**config.mk**
```make
export PLATFORM = sky130hd
export DESIGN_NAME = serial_adder
export DESIGN_NICKNAME = d
export VERILOG_FILES = /design/src/rtl/adder_pkg.sv /design/src/rtl/digit_fa.sv /design/src/rtl/serial_adder.sv
export SDC_FILE = /design/constraint.sdc
export NUM_CORES = 1
export LEC_CHECK = 0
export ABC_AREA = 0
export CAP_MARGIN = 20
export CORE_MARGIN = 1
export CORE_UTILIZATION = 45
export DETAILED_ROUTE_END_ITERATION = 7
export PLACE_DENSITY = 0.74
export SYNTH_ARGS = -nofsm -noshare
export SYNTH_HDL_FRONTEND = slang
export SYNTH_SLANG_ARGS = --single-unit
```
**constraint.sdc**
```tcl
create_clock -name clk -period 2.11 [get_ports clk]
set_input_delay 0.422 -clock clk [delete_from_list [all_inputs] [get_ports clk]]
set_output_delay 0.422 -clock clk [all_outputs]
set_load 0.1 [all_outputs]
```
**src/rtl/adder_pkg.sv**
```systemverilog
// Shared definitions for the serial add/subtract unit.
//   state_t       : controller states (IDLE, RUN)
//   calc_ndig()   : number of digit slices in a word (WIDTH / DIGIT)
//   calc_cnt_w()  : digit counter width, clog2(NDIG) with a minimum of 1
package adder_pkg;

  typedef enum logic {
    IDLE = 1'b0,
    RUN  = 1'b1
  } state_t;

  function automatic int calc_ndig(input int width, input int digit);
    return width / digit;
  endfunction

  function automatic int calc_cnt_w(input int ndig);
    return (ndig <= 1) ? 1 : $clog2(ndig);
  endfunction

endpackage

```
**src/rtl/digit_fa.sv**
```systemverilog
// One W-bit adder slice: {co, s} = a + b + cin. Purely combinational.
// Ports:
//   a, b : W-bit digit operands
//   cin  : carry into the slice
//   s    : W-bit digit sum
//   co   : carry out of the slice
module digit_fa #(
  parameter int W = 1
) (
  input  logic [W-1:0] a,
  input  logic [W-1:0] b,
  input  logic         cin,
  output logic [W-1:0] s,
  output logic         co
);

  // Zero-extend every term so the W+1-bit sum keeps the carry.
  assign {co, s} = {1'b0, a} + {1'b0, b} + {{W{1'b0}}, cin};

endmodule

```
**src/rtl/serial_adder.sv**
```systemverilog
// Digit-serial add/subtract unit. One DIGIT-bit slice is added per clock,
// least-significant digit first, through a single digit_fa and a 1-bit
// registered carry, so a WIDTH-bit result takes WIDTH/DIGIT cycles.
// Ports:
//   clk      : clock, all state changes on the rising edge
//   rst      : synchronous active-high reset
//   start    : request, accepted only while busy=0
//   op_sub   : 0 = a+b+cin, 1 = a-b (cin ignored); sampled with start
//   a, b     : WIDTH-bit operands; sampled with start
//   cin      : carry-in for add; sampled with start
//   busy     : operation in progress
//   done     : one-cycle pulse when sum/cout/overflow are updated
//   sum      : result, held stable between completions
//   cout     : unsigned carry-out (subtract: 1 = no borrow, a >= b)
//   overflow : two's-complement signed overflow
module serial_adder
  import adder_pkg::*;
#(
  parameter int WIDTH = 8,
  parameter int DIGIT = 1
) (
  input  logic             clk,
  input  logic             rst,
  input  logic             start,
  input  logic             op_sub,
  input  logic [WIDTH-1:0] a,
  input  logic [WIDTH-1:0] b,
  input  logic             cin,
  output logic             busy,
  output logic             done,
  output logic [WIDTH-1:0] sum,
  output logic             cout,
  output logic             overflow
);

  localparam int NDIG  = calc_ndig(WIDTH, DIGIT);
  localparam int CNT_W = calc_cnt_w(NDIG);
  localparam logic [CNT_W-1:0] LAST_DIG = CNT_W'(NDIG - 1);

  generate
    if (WIDTH < 1 || DIGIT < 1 || (WIDTH % DIGIT) != 0) begin : g_bad_params
      $error("serial_adder: WIDTH must be >= 1 and a multiple of DIGIT");
    end
  endgenerate

  state_t           state;
  logic [WIDTH-1:0] a_q;       // operand A as sampled
  logic [WIDTH-1:0] b_q;       // operand B, already inverted for subtract
  logic [WIDTH-1:0] res_q;     // result shift register, fills from the top
  logic             carry_q;
  logic [CNT_W-1:0] cnt;

  logic [DIGIT-1:0]       a_dig;
  logic [DIGIT-1:0]       b_dig;
  logic [DIGIT-1:0]       s_dig;
  logic                   co_dig;
  logic [WIDTH+DIGIT-1:0] res_cat;
  logic [WIDTH-1:0]       res_next;

  assign a_dig = a_q[int'(cnt) * DIGIT +: DIGIT];
  assign b_dig = b_q[int'(cnt) * DIGIT +: DIGIT];

  digit_fa #(.W(DIGIT)) u_fa (
    .a   (a_dig),
    .b   (b_dig),
    .cin (carry_q),
    .s   (s_dig),
    .co  (co_dig)
  );

  // New digit enters at the top and the register shifts right by one digit;
  // after NDIG steps the first digit has reached bit 0. Concatenating first
  // keeps the slice legal even when DIGIT == WIDTH.
  assign res_cat  = {s_dig, res_q};
  assign res_next = res_cat[WIDTH+DIGIT-1:DIGIT];

  // NOTE: all state uses non-blocking assignments so every register samples
  // the pre-edge values, regardless of statement order in the block.
  always_ff @(posedge clk) begin
    if (rst) begin
      // NOTE: only control and visible outputs are reset; the operand,
      // result and carry registers are always reloaded before use.
      state    <= IDLE;
      busy     <= 1'b0;
      done     <= 1'b0;
      sum      <= '0;
      cout     <= 1'b0;
      overflow <= 1'b0;
    end else begin
      done <= 1'b0;
      case (state)
        IDLE: begin
          if (start) begin
            a_q     <= a;
            b_q     <= op_sub ? ~b : b;
            carry_q <= op_sub ? 1'b1 : cin;   // a - b == a + ~b + 1
            cnt     <= '0;
            busy    <= 1'b1;
            state   <= RUN;
          end
        end
        RUN: begin
          res_q   <= res_next;
          carry_q <= co_dig;
          cnt     <= cnt + CNT_W'(1);
          if (cnt == LAST_DIG) begin
            sum      <= res_next;
            cout     <= co_dig;
            // Signed overflow: both effective operands share a sign that
            // the result does not.
            overflow <= (a_q[WIDTH-1] == b_q[WIDTH-1]) &&
                        (res_next[WIDTH-1] != a_q[WIDTH-1]);
            busy     <= 1'b0;
            done     <= 1'b1;
            state    <= IDLE;
          end
        end
        default: state <= IDLE;
      endcase
    end
  end

endmodule

```
==> reports/qor.txt, run 1 <==
=====================================================================================
Total number of yosys warnings                                                      0
Area of the die                                                              3864 µm²
GRT overflow                                                                        0
Hold buffer count at cts                                                            0
Non-Filler Cell Area, Final                                                  2066 µm²
Maximum number of pins on one net before global-route repair                       20
Drt first-iter violations                                                          43
Total via count after detailed routing                                          1,013
Count of flip-flops with a built-in enable after synthesis                         27
RSZ-0062 raised after global routing                                              yes
Proportion of synthesized flip-flops having asynchronous set or reset               0
Final routed DRC violation total                                                    0
Clock-pin slew of the registers on the worst-case setup and hold paths        0.12 ns
Number of cells in the design after placement                                     188
VDD IR max                                                                  0.4198 mV
TritonCTS Buffers                                                                   5
Area Overhead vs Synth                                                         26.80%
1st-pass router iterations                                                          4
Critical path endpoint category                                                  flop
Smallest hold slack                                                         0.4753 ns
Highest clock frequency the design can meet                                 413.4 MHz
Final setup violation count                                                         3
Maximum clock insertion buffer count                                                2
Worst min-delay path class                                               flop to flop
Final hold viol count                                                               0
Initial core utilization                                                       0.4806
Skew-Pair Late Insertion Delay                                                0.35 ns
Cell area after synthesis                                                    1629 µm²
Failing checks                                                           setup timing
Placeable core region                                                        3390 µm²
Via count of the first global-routing pass                                      1,045
Layout cell share with drive strength beyond 1                                 0.2895
Global-route wire length before repair                                        4774 µm
Largest fanout on the critical path                                                 6
Run status                                                               finished, violations left
Synthesis-stage register bit count                                                 40
Drt via density                                                                 5.116
Placed wire-length estimate                                                   2019 µm
Syn_nets                                                                          134
H-tree levels                                                                       2
Antenna diodes                                                                      0
Transition time at the pin with the least slew margin                       0.4378 ns
CTS tree                                                                        built
Type of the worst setup path                                             flop to flop
Required time worst endpoint                                                  2.38 ns
Final Core Density                                                             0.6095
Max-cap check violation count                                                       0
Max Slew Vio Count                                                                  0
Post-route setup slack                                                     -0.3089 ns
Post-route non-filler standard cell count                                         198
Crit start category                                                              flop
Part of the Yosys area used for sequential elements                            0.6575
Worst relative slew slack                                                      0.7072
Final period demand of the worst path                                        2.419 ns
Number of rows created at floorplan                                                21
DIE HEIGHT                                                                   62.17 µm
Cell type contributing the most total cell area after synthesis              edfxtp_1
Standby leakage power                                                       0.7689 nW
Drt total wl                                                                  2745 µm
Cells taking the most area after synthesis                               edfxtp_1, dfxtp_1, mux4_1
Post-route clock skew                                                     0.006448 ns
I/O Buffers                                                                        32
Global placer's final weighted congestion                                      0.7351
Synthesized netlist cell count                                                    110
Register-to-register setup slack                                             -0.31 ns
Dpl ws                                                                     -0.3016 ns
Arrival @ worst endpoint                                                      2.69 ns
Post-synth cell types                                                              22
CTS Sinks                                                                          40
GR Util All Layers                                                             0.1685
Commonest non-fill, non-tap cells in the layout                          edfxtp_1, clkdlybuf4s50_1, buf_4, dfxtp_1, a21oi_1
Overall Power                                                                1.514 mW
Portion of synthesized cell area occupied by the leading cell type             0.4977
Nets                                                                              175
Initial antenna violation count                                                     0
Number of nets still failing antenna checks after routing                           0
Period utilisation layout                                                       1.146
Most frequent standard cell in the layout excluding fill and tap cells       edfxtp_1
Post-detailed-route wirelength per cell                                      13.86 µm
Count of pins on the block boundary                                                33
CTS root buffer                                                              clkbuf_4
Main synth FF type                                                           edfxtp_1
Power per Cell Area                                                      732.7 nW/µm²
Post-Syn Area per Cell                                                      14.81 µm²
Die boundary width                                                           62.17 µm
Final TNS setup                                                            -0.5301 ns
Cell area after placement                                                    1982 µm²
=====================================================================================
## cell usage after synthesis (all sizes together), types with 3 or more instances
| library cell | n |
|---|---|
| nand3 | 8 |
| buf | 5 |
| a21bo | 8 |
| and2 | 3 |
| xor2 | 8 |
| edfxtp | 27 |
| dfxtp | 13 |
| mux4 | 4 |
| a21oi | 12 |
| nor2 | 3 |
## flip-flops by register name, summed over array words and instances, names as in the netlist
register / cells
res_q: 7
state: 1
busy: 1
a_q: 8
overflow: 1
carry_q: 1
cout: 1
cnt: 3
b_q: 8
sum: 8
done: 1
## power by group
group | leakage (nW) | internal (mW) | switching [mW] | total (mW)
logic | 0.374 | 0.109 | 0.108 | 0.217
clock network | 0.0380 | 0.159 | 0.242 | 0.401
registers | 0.357 | 0.876 | 0.0199 | 0.896
total | 0.769 | 1.14 | 0.370 | 1.51
## cell type report
| class | instances | area [µm²] |
|---|---|---|
| repair buffers | 41 | 361.6 |
| fillers | 273 | 1324 |
| clock buffers | 6 | 51.30 |
| inverters | 2 | 7.507 |
| well taps | 46 | 57.56 |
| clock inverters | 2 | 10.01 |
| flip-flops and latches | 40 | 1071 |
| multi-input cells | 61 | 506.7 |
## routing by layer
layer,part of all wire,track usage
met1,0.39,0.1787
met2,0.54,0.2912
met3,0.053,0.06801
met4,0.021,0.07849
met5,0,0
## logic make-up after synthesis
family                   share of synthesized area
flip-flops                                  0.6575
XOR/XNOR                                   0.04301
AO/OA/AOI/OAI                               0.1006
multiplexers                               0.07680
adder cells (fa/ha/maj)                    0.02765
buffers and inverters                      0.02458
AND/OR/NAND/NOR                            0.06990
## worst max-delay path, stage by stage (launching register included)
cell and delay, ns:
edfxtp_1 0.53, mux4_2 0.57, mux2i_2 0.22, fa_1 0.43, or3_1 0.33, a311oi_1 0.25
## repair_timing
| action | CTS | global route |
|---|---|---|
| gates resized for setup | 1 | 2 |
| setup buffers | 1 | 1 |
| endpoints found under the hold margin | 0 | 0 |
| setup endpoints to repair | 2 | 3 |
## final timing paths
kind / startpoint / to / cells past startpoint
max: cnt[0] / overflow / 5
min: res_q[5] / res_q[4] / 0
max reg2reg: cnt[0] / overflow / 5
min reg2reg: res_q[5] / res_q[4] / 0
Note: power is estimated with default switching activity, not from simulation.
==> inputs of run 2 (changes only) <==
--- a/config.mk
+++ b/config.mk
@@ -5,11 +5,12 @@
 export SDC_FILE = /design/constraint.sdc
 export NUM_CORES = 1
 export LEC_CHECK = 0
-export ABC_AREA = 0
+export ABC_AREA = 1
 export CAP_MARGIN = 20
 export CORE_MARGIN = 1
 export CORE_UTILIZATION = 45
 export DETAILED_ROUTE_END_ITERATION = 7
+export MAX_ROUTING_LAYER = met4
 export PLACE_DENSITY = 0.74
 export SYNTH_ARGS = -nofsm -noshare
 export SYNTH_HDL_FRONTEND = slang
==> reports/qor.txt, run 2 <==
=====================================================================================
Worst relative slew slack                                                      0.6714   was 0.7072
Count of pins on the block boundary                                                33   unchanged
Worst reg2reg path startpoint                                                  cnt[0]   unchanged
Post-detailed-route wirelength per cell                                      11.29 µm   was 13.86 µm
Synthesized netlist cell count                                                    152   was 110
Final setup violation count                                                         0   was 3
GRT overflow                                                                        0   unchanged
VDD IR max                                                                  0.3725 mV   was 0.4198 mV
CTS root buffer                                                              clkbuf_4   unchanged
Most frequent standard cell in the layout excluding fill and tap cells        nand2_1   was edfxtp_1
Max Slew Vio Count                                                                  0   unchanged
Library cell with the highest instance count after synthesis                  nand2_1   was edfxtp_1
Initial core utilization                                                       0.4773   was 0.4806
Proportion of synthesized flip-flops having asynchronous set or reset               0   unchanged
Layout cell share with drive strength beyond 1                                 0.1598   was 0.2895
Drt via density                                                                 4.629   was 5.116
Antenna diodes                                                                      0   unchanged
Placeable core region                                                        3390 µm²   unchanged
Critical path endpoint category                                                  flop   unchanged
Final TNS setup                                                                  0 ns   was -0.5301 ns
Post_cts resized                                                                    0   was 1
Initial antenna violation count                                                     0   unchanged
I/O Buffers                                                                        32   unchanged
CTS tree                                                                        built   unchanged
Commonest non-fill, non-tap cells in the layout                          nand2_1, edfxtp_1, clkdlybuf4s50_1, inv_1, buf_4   was edfxtp_1, clkdlybuf4s50_1, buf_4, dfxtp_1, a21oi_1
Drt first-iter violations                                                          31   was 43
Overall Power                                                                1.470 mW   was 1.514 mW
Post-route clock skew                                                     0.008967 ns   was 0.006448 ns
Area Overhead vs Synth                                                         26.14%   was 26.80%
Maximum number of pins on one net before global-route repair                       17   was 20
Type of the worst setup path                                             flop to flop   unchanged
Register-to-register setup slack                                              0.23 ns   was -0.31 ns
Synthesis-stage register bit count                                                 40   unchanged
Max-cap check violation count                                                       0   unchanged
Clock-pin slew of the registers on the worst-case setup and hold paths        0.11 ns   was 0.12 ns
Worst setup path startpoint                                                    cnt[0]   unchanged
Final Core Density                                                             0.6021   was 0.6095
Transition time at the pin with the least slew margin                       0.4914 ns   was 0.4378 ns
Cell type contributing the most total cell area after synthesis              edfxtp_1   unchanged
Placed wire-length estimate                                                   2028 µm   was 2019 µm
Arrival @ worst endpoint                                                      2.17 ns   was 2.69 ns
Drt total wl                                                                  2709 µm   was 2745 µm
Worst min-delay path class                                               flop to flop   unchanged
Maximum clock insertion buffer count                                                2   unchanged
Area of the die                                                              3839 µm²   was 3864 µm²
Top cell types by occurrence after synthesis                             nand2_1, edfxtp_1, inv_1   was edfxtp_1, dfxtp_1, a21oi_1
Final hold viol count                                                               0   unchanged
Final period demand of the worst path                                        1.875 ns   was 2.419 ns
Critical path endpoint                                                       overflow   unchanged
Die boundary width                                                           61.96 µm   was 62.17 µm
Run status                                                                  completed   was finished, violations left
H-tree levels                                                                       2   unchanged
Global-route wire length before repair                                        4319 µm   was 4774 µm
GR Util All Layers                                                             0.1731   was 0.1685
Portion of synthesized cell area occupied by the leading cell type             0.5012   was 0.4977
Final routed DRC violation total                                                    0   unchanged
Power per Cell Area                                                      720.5 nW/µm²   was 732.7 nW/µm²
CTS Sinks                                                                          40   unchanged
Total number of yosys warnings                                                      0   unchanged
Number of cells traversed by the worst register-to-register path                    9   was 5
Cells taking the most area after synthesis                               edfxtp_1, dfxtp_1, nand2_1   was edfxtp_1, dfxtp_1, mux4_1
R2r endpoint                                                                 overflow   unchanged
Skew-Pair Late Insertion Delay                                                0.35 ns   about the same
Post-Syn Area per Cell                                                      10.64 µm²   was 14.81 µm²
Total via count after detailed routing                                          1,111   was 1,013
Highest clock frequency the design can meet                                 533.3 MHz   was 413.4 MHz
Count of flip-flops with a built-in enable after synthesis                         27   unchanged
Largest fanout on the critical path                                                 5   was 6
Part of the Yosys area used for sequential elements                            0.6620   was 0.6575
Startpoint of the lowest-slack hold path                                       sum[0]   was res_q[5]
Via count of the first global-routing pass                                      1,028   was 1,045
Registers with the most flip-flops                                       a_q (8), b_q (8), sum (8)   unchanged
DIE HEIGHT                                                                   61.96 µm   was 62.17 µm
Number of nets still failing antenna checks after routing                           0   unchanged
Post-route setup slack                                                      0.2349 ns   was -0.3089 ns
Global placer's final weighted congestion                                      0.7684   was 0.7351
Required time worst endpoint                                                  2.40 ns   was 2.38 ns
Main synth FF type                                                           edfxtp_1   unchanged
Nets                                                                              217   was 175
Crit start category                                                              flop   unchanged
Syn_nets                                                                          176   was 134
Post-synth cell types                                                              20   was 22
Period utilisation layout                                                      0.8887   was 1.146
Number of rows created at floorplan                                                21   unchanged
Cell area after synthesis                                                    1618 µm²   was 1629 µm²
TritonCTS Buffers                                                                   5   unchanged
RSZ-0062 raised after global routing                                               no   was yes
1st-pass router iterations                                                          4   unchanged
Dpl ws                                                                      0.2028 ns   was -0.3016 ns
Standby leakage power                                                       0.9129 nW   was 0.7689 nW
=====================================================================================
run 2: metal layers:
| metal | global-route usage | wire [µm] | part of all wire | vias up |
|---|---|---|---|---|
| met5 | - | 0 | 0 | - |
| met4 | 0.07619 | 53 | 0.020 | 0 |
| met3 | 0.07453 | 141 | 0.052 | 6 |
| met2 | 0.3055 | 1471 | 0.54 | 33 |
| met1 | 0.1611 | 1043 | 0.39 | 508 |
| li1 | - | - | - | 564 |
run 2: layout make-up:
| cell class | count | area, µm² |
|---|---|---|
| Tap cell | 46 | 57.56 |
| Multi-Input combinational cell | 89 | 447.9 |
| Clock inverter | 2 | 10.01 |
| Timing Repair Buffer | 37 | 327.8 |
| Inverter | 20 | 75.07 |
| Fill cell | 284 | 1349 |
| Sequential cell | 40 | 1071 |
| Clock buffer | 6 | 51.30 |
run 2: worst min-delay path by stage:
stage	to	slack, ns	cells past startpoint
6_report	sum[0]	0.45	2
5_1_grt	sum[0]	0.48	2
4_1_cts	sum[0]	0.46	2
3_5_place_dp	sum[0]	0.44	2
3_3_place_gp	sum[2]	0.43	2
2_1_floorplan	sum[0]	0.42	2
run 2: logic make-up after synthesis:
logic type               Yosys count  synth area share
AND/OR/NAND/NOR                   70            0.1787
adder cells (fa/ha/maj)            3           0.02784
XOR/XNOR                           8           0.04331
AO/OA/AOI/OAI                      8           0.02706
flip-flops                        40            0.6620
buffers and inverters             23           0.06110
run 2: power by group:
part | switching (mW) | internal [mW]
sequential | 0.0165 | 0.876
clock | 0.233 | 0.159
combinational | 0.108 | 0.0783
run 2: timing repair:
item / in CTS / in global routing
endpoints found under the setup margin: 0 / 1
endpoints found under the hold margin: 0 / 0
hold buffers: 0 / 0
setup buffers: 0 / 3
run 2: worst max-delay path: stages, from the launching register on:
cell and delay [ns]:
edfxtp_1 0.48, buf_4 0.19, nand2_1 0.07, nand3_1 0.09, nand3_1 0.10, nand2_1 0.08
fa_1 0.50, o21ai_0 0.17, nand3_1 0.08, nand2_1 0.06
run 2: stage by stage:
step                area (µm²)  instances  hold WS (ns)
floorplan                 1618        152        0.4190
global placement          1957        229        0.4295
detailed placement        1957        229        0.4355
CTS                       2018        237        0.4574
global route              2041        240        0.4760
finish                    2041        240        0.4541
